<file path="src/rtl/onehot_rr_arbiter.sv">
// onehot_rr_arbiter: round-robin arbiter with a registered one-hot grant,
// a matching binary index, and a sticky protocol-error flag.
// A grant is held until the burst ends (xfer && xfer_last) or its request
// drops. After each release there is always one idle cycle, and the search
// pointer moves to just past the released requester.
// Optional feature: define ONEHOT_ARB_HOLD_LIMIT_EN to add a hold limit.
// With it, a grant held for HOLD_MAX cycles is pre-empted when another
// requester is waiting.
module onehot_rr_arbiter #(
  parameter int CNT      = 5,
  parameter int IDXW     = 3,
  parameter int HOLD_MAX = 16
) (
  input  logic            clk,
  input  logic            rst_n,
  input  logic [CNT-1:0]  req,
  input  logic            xfer,
  input  logic            xfer_last,
  output logic [CNT-1:0]  gnt,
  output logic [IDXW-1:0] gnt_idx,
  output logic            busy,
  output logic            err
);

  // Reject illegal parameter combinations at elaboration time.
  if (CNT < 2 || CNT > 32 || HOLD_MAX < 1 || HOLD_MAX > 255 ||
      IDXW < $clog2(CNT)) begin : g_bad_param
    $error("onehot_rr_arbiter: illegal parameter value");
  end

  typedef enum logic {S_IDLE, S_GRANT} state_t;

  state_t          state, state_nxt;
  logic [CNT-1:0]  gnt_nxt;
  logic [IDXW-1:0] gnt_idx_nxt;
  logic [IDXW-1:0] ptr, ptr_nxt;
  logic            err_nxt;
  logic [IDXW-1:0] pick_idx;
  logic            release_ev;
  logic            hold_expire;

  // Round-robin pick: take the lowest set request at or above ptr.
  // If there is none, wrap around and take the lowest set request overall.
  always_comb begin
    logic            hi_found;
    logic [IDXW-1:0] hi_idx;
    logic [IDXW-1:0] lo_idx;
    hi_found = 1'b0;
    hi_idx   = '0;
    lo_idx   = '0;
    for (int i = CNT - 1; i >= 0; i--) begin
      if (req[i]) begin
        lo_idx = IDXW'(i);
        if (i >= int'(ptr)) begin
          hi_found = 1'b1;
          hi_idx   = IDXW'(i);
        end
      end
    end
    pick_idx = hi_found ? hi_idx : lo_idx;
  end

`ifdef ONEHOT_ARB_HOLD_LIMIT_EN
  localparam logic [7:0] HOLD_LAST = 8'(HOLD_MAX - 1);

  logic [7:0] hold_cnt;
  logic       hold_at_max;
  logic       others_req;

  assign hold_at_max = (hold_cnt == HOLD_LAST);
  assign others_req  = |(req & ~gnt);
  assign hold_expire = (state == S_GRANT) && hold_at_max && others_req;

  // Hold counter: it is zero on the first grant cycle and counts each
  // further grant cycle. On expiry it restarts, which matters when no
  // other requester is waiting and the grant is kept.
  always_ff @(posedge clk or negedge rst_n) begin
    if (!rst_n)
      hold_cnt <= '0;
    else if (state != S_GRANT || hold_at_max)
      hold_cnt <= '0;
    else
      hold_cnt <= hold_cnt + 8'd1;
  end
`else
  assign hold_expire = 1'b0;
`endif

  // Release when the burst ends, when the granted request drops, or when
  // the hold limit expires. The grant is one-hot, so req & gnt == 0 means
  // req[gnt_idx] is low.
  assign release_ev = (xfer && xfer_last) || ((req & gnt) == '0) || hold_expire;

  // Next-state and next-output logic for the IDLE/GRANT machine.
  always_comb begin
    // NOTE: every output gets a default first, so no path can infer a latch.
    state_nxt   = state;
    gnt_nxt     = gnt;
    gnt_idx_nxt = gnt_idx;
    ptr_nxt     = ptr;
    err_nxt     = err || (state == S_IDLE && xfer);
    case (state)
      S_IDLE: begin
        if (|req) begin
          state_nxt   = S_GRANT;
          gnt_nxt     = CNT'(1) << pick_idx;
          gnt_idx_nxt = pick_idx;
        end
      end
      S_GRANT: begin
        if (release_ev) begin
          state_nxt   = S_IDLE;
          gnt_nxt     = '0;
          gnt_idx_nxt = '0;
          ptr_nxt     = (gnt_idx == IDXW'(CNT - 1)) ? '0 : gnt_idx + IDXW'(1);
        end
      end
      default: begin
        state_nxt   = S_IDLE;
        gnt_nxt     = '0;
        gnt_idx_nxt = '0;
      end
    endcase
  end

  // State and output registers. Reset clears them at once, even mid-grant.
  always_ff @(posedge clk or negedge rst_n) begin
    // NOTE: sequential state uses non-blocking assignments only, so every
    // register samples values from before the edge.
    if (!rst_n) begin
      state   <= S_IDLE;
      gnt     <= '0;
      gnt_idx <= '0;
      busy    <= 1'b0;
      err     <= 1'b0;
      ptr     <= '0;
    end else begin
      state   <= state_nxt;
      gnt     <= gnt_nxt;
      gnt_idx <= gnt_idx_nxt;
      busy    <= (state_nxt == S_GRANT);
      err     <= err_nxt;
      ptr     <= ptr_nxt;
    end
  end

endmodule

</file>
<file path="config.mk">
export PLATFORM = sky130hd
export DESIGN_NAME = onehot_rr_arbiter
export DESIGN_NICKNAME = d
export VERILOG_FILES = /design/src/rtl/onehot_rr_arbiter.sv
export SDC_FILE = /design/constraint.sdc
export NUM_CORES = 1
export LEC_CHECK = 0
export ABC_AREA = 1
export CORE_ASPECT_RATIO = 1.4
export CORE_MARGIN = 4
export CORE_UTILIZATION = 39
export CTS_CLUSTER_DIAMETER = 30
export DETAILED_ROUTE_END_ITERATION = 10
export GPL_TIMING_DRIVEN = 1
export MAX_ROUTING_LAYER = met4
export PLACE_DENSITY_LB_ADDON = 0.05
export SLEW_MARGIN = 5
export SYNTH_ARGS = -nofsm -noshare
export SYNTH_HDL_FRONTEND = slang
export SYNTH_SLANG_ARGS = --single-unit
</file>
<file path="constraint.sdc">
create_clock -name clk -period 3.3 [get_ports clk]
set_clock_uncertainty 0.1 [all_clocks]
set_input_delay 0.66 -clock clk [delete_from_list [all_inputs] [get_ports clk]]
set_output_delay 0.66 -clock clk [all_outputs]
set_load 0.05 [all_outputs]
</file>
==> summary.md <==
| Metric | Value |
|---|---|
| Port bufs | `18` |
| Initial antenna violation count | `0` |
| TritonCTS Buffers | `3` |
| CP arrival | `approximately 1.5 ns` |
| Final Cell Area | `1010 µm²` |
| DR vias/cell | `~4.9` |
| CTS tree | `done` |
| Worst slew pin tran | `between 0.5 and 0.6 ns` |
| P_int | `about 450 µW` |
| Unrepaired setup endpoints after global routing | `no` |
| Overall routing resource usage | `15.6%` |
| Area contributors post-synth | `dfrtp_1 41%, nand2_1 15%, nand3_1 8.2%` |
| Largest net degree at the start of global routing | `15` |
| Net Sw Power | `~490 µW` |
| Die Wd | `46.0 µm` |
| Total number of vias | `between 700 and 800` |
| Synth cell types | `19` |
| Critical path launch point type | `flip-flop` |
| First-pass DRT Iterations | `4` |
| Root Driver | `clkbuf_4` |
| Chip Height | `between 60 and 70 µm` |
| Final core utilization | `between 50% and 60%` |
| CP top delay family | `buffers and inverters` |
| Syn Inst Count | `about 110` |
| Highest clock rate | `441 MHz` |
| Sequential Power Share | `around 29%` |
| Switching portion of total power | `between 50 and 60%` |
| Worst Path Buf+Inv | `1` |
| Worst min path class | `flip-flop to flip-flop` |
| Post-CTS Setup Inserts | `0` |
| Nets@finish | `140` |
| Clock transition at path regs | `0.09 ns` |
| Worst Path Required | `2.54 ns` |
| Max Cap Viol | `0` |
| Logic pwr share | `~60%` |
| CP max stage cell | `clkdlybuf4s50_1` |
| Most common cell in the synthesized netlist | `nand2_1` |
| Yosys top cell by area | `dfrtp_1` |
| Crit Path Max Fanout | `4` |
| Initial drt markers | `15` |
| Antenna-violating nets left | `0` |
| Ys Warns | `0` |
| Max rail drop VDD | `430 µV` |
| Cell area after synthesis | `790 µm²` |
| First-pass GRT wire length | `approximately 3100 µm` |
| Post-route insts no fill | `149` |
| CP cell instances | `clkdlybuf4s50_1` |
| Leakage power | `0.000505 µW` |
| Pwr per Cell Area | `930 nW/µm²` |
| # rows | `19` |
| Worst path max stage delay | `0.82 ns` |
| Worst setup EP type | `output port` |
| Starting density of the core | `40.5%` |
| Fillers | `between 200 and 250` |
| Max Slew Vio Count | `0` |
| Ys flop type | `dfrtp_1` |
| Slew HR | `60.4%` |
| Most instantiated cells after synthesis | `32 x nand2_1, 13 x dfrtp_1, 13 x inv_1, 13 x nand3_1, 7 x o21ai_0` |
| Run status | `finished, final reports clean` |
| EDFF count, synth | `0` |
| Yosys top cell area share | `between 40% and 50%` |
| Total gr overflow | `0` |
| Synth Register Bits | `13` |
| Cts repair resizes | `0` |
| Final Hold Fails | `0` |
| Setup tns final | `0 ns` |
| Detail Placement HPWL | `1440 µm` |
| Vias in the first global route | `700` |
| Clock Power Share | `slightly above 10%` |
| Routed WL | `1770 µm` |
| Clock Sinks | `13` |
| Routed len/inst | `11.9 µm` |
| CTS hold repair buffers | `0` |
| Share of layout cells above drive strength 1 | `between 10% and 20%` |
| Ys async rst share | `100%` |
| Longest Clk Path Bufs | `2` |
| Mean Syn Cell Area | `between 7 and 8 µm²` |
| Routability cong. | `0.745` |
| CP Class | `flip-flop to output port` |
| Skew-Pair Late Insertion Delay | `roughly 0.27 ns` |
| Final min period | `~2.3 ns` |
| Ant diodes | `0` |
| H-Tree Depth | `1` |
| Final hold slack | `between 0.3 and 0.4 ns` |
| Residual DRC | `0` |
| Io pins | `19` |
| Die area | `around 2800 µm²` |
| Inst Count DP | `145` |
| Area Growth Syn to Fin | `28.2%` |
| Crit share post-route | `around 69%` |
| DP Area | `985 µm²` |
| Final setup fails | `0` |
| Core Box Area | `between 1500 and 2000 µm²` |
| Sequential area share after synthesis | `about two fifths` |
| Syn Nets | `between 100 and 150` |
-- logic make-up after synthesis --
logic type / share of synthesized area [%]
flops: 41.2
simple gates: 34.9
fa+ha+maj: 3.17
buf+inv: 8.56
compound gates: 12.2
-- sequential cells by signal, summed over array words and instances (netlist names) --
| name | count |
|---|---|
| ptr | 3 |
| err | 1 |
| state | 1 |
| gnt_idx | 3 |
| gnt | 5 |
-- worst paths after layout --
kind,from,to,slack (ns),depth (start not counted)
max,gnt_idx[0]$_DFFE_PN0P_,gnt_idx[0],1.03,1
min,err$_DFF_PN0_,err$_DFF_PN0_,0.37,1
max reg2reg,gnt[4]$_DFFE_PN0P_,ptr[1]$_DFFE_PN0P_,1.86,6
min reg2reg,err$_DFF_PN0_,err$_DFF_PN0_,0.37,1
max in group asynchronous,rst_n,gnt[0]$_DFFE_PN0P_,2.05,1
min in group asynchronous,rst_n,ptr[2]$_DFFE_PN0P_,0.65,1
-- worst register-to-register path: cells and delay by family, from the launching register on --
| family | cells | cell delay [ns] |
|---|---|---|
| compound gates | 2 | 0.20 |
| flops | 1 | 0.41 |
| simple gates | 4 | 0.60 |
-- layer usage --
metal | GRT usage [%] | wire [µm] | up-vias
met5 | - | 0 | -
met4 | 4.88 | 16 | 0
met3 | 4.68 | 85 | 2
met2 | 23.0 | 863 | 16
met1 | 20.4 | 806 | 325
li1 | - | - | 384
-- area by class of cell --
| cell class | instances | area (µm²) | area share, % |
|---|---|---|---|
| flip-flops and latches | 13 | 325 | 32.1 |
| clock inverters | 1 | 5.00 | 0.494 |
| inverters | 15 | 56.3 | 5.56 |
| multi-input cells | 78 | 397 | 39.2 |
| well taps | 21 | 26.3 | 2.60 |
| clock buffers | 3 | 22.5 | 2.22 |
| repair buffers | 18 | 180 | 17.8 |
-- power by group through the flow --
stage	registers (µW)	logic [µW]	clock network [µW]
floorplan	416	280	0
global placement	281	571	0
detailed placement	282	572	0
CTS	279	575	101
global route	290	632	111
finish	277	568	96.3
-- per-stage QoR --
| stage | setup WS [ns] | total power (µW) |
|---|---|---|
| floorplan | 1.74 | 696 |
| global placement | 1.09 | 852 |
| detailed placement | 1.11 | 853 |
| CTS | 1.02 | 954 |
| global route | 0.944 | 1030 |
| finish | 1.03 | 942 |
-- placed cells by master, fill, tap and decap left out --
master           synthesis  layout
o21ai_1                  5       5
o21bai_1                 1       1
nand3b_1                 1       1
nand3_1                 13      13
nand2_2                  4       4
dfrtp_1                 13      13
inv_1                   13      13
a21o_1                   1       1
a21oi_4                  1       1
inv_2                    2       2
ha_1                     2       2
nand2_1                 32      32
o21ai_0                  7       7
clkbuf_4                 0       3
a21oi_1                  1       1
clkinv_2                 0       1
nand4_1                  2       2
nor2_1                   4       4
nor2_2                   3       3
clkdlybuf4s50_1          0      18
nor2_4                   1       1
Power figures use the tool's default switching activity.
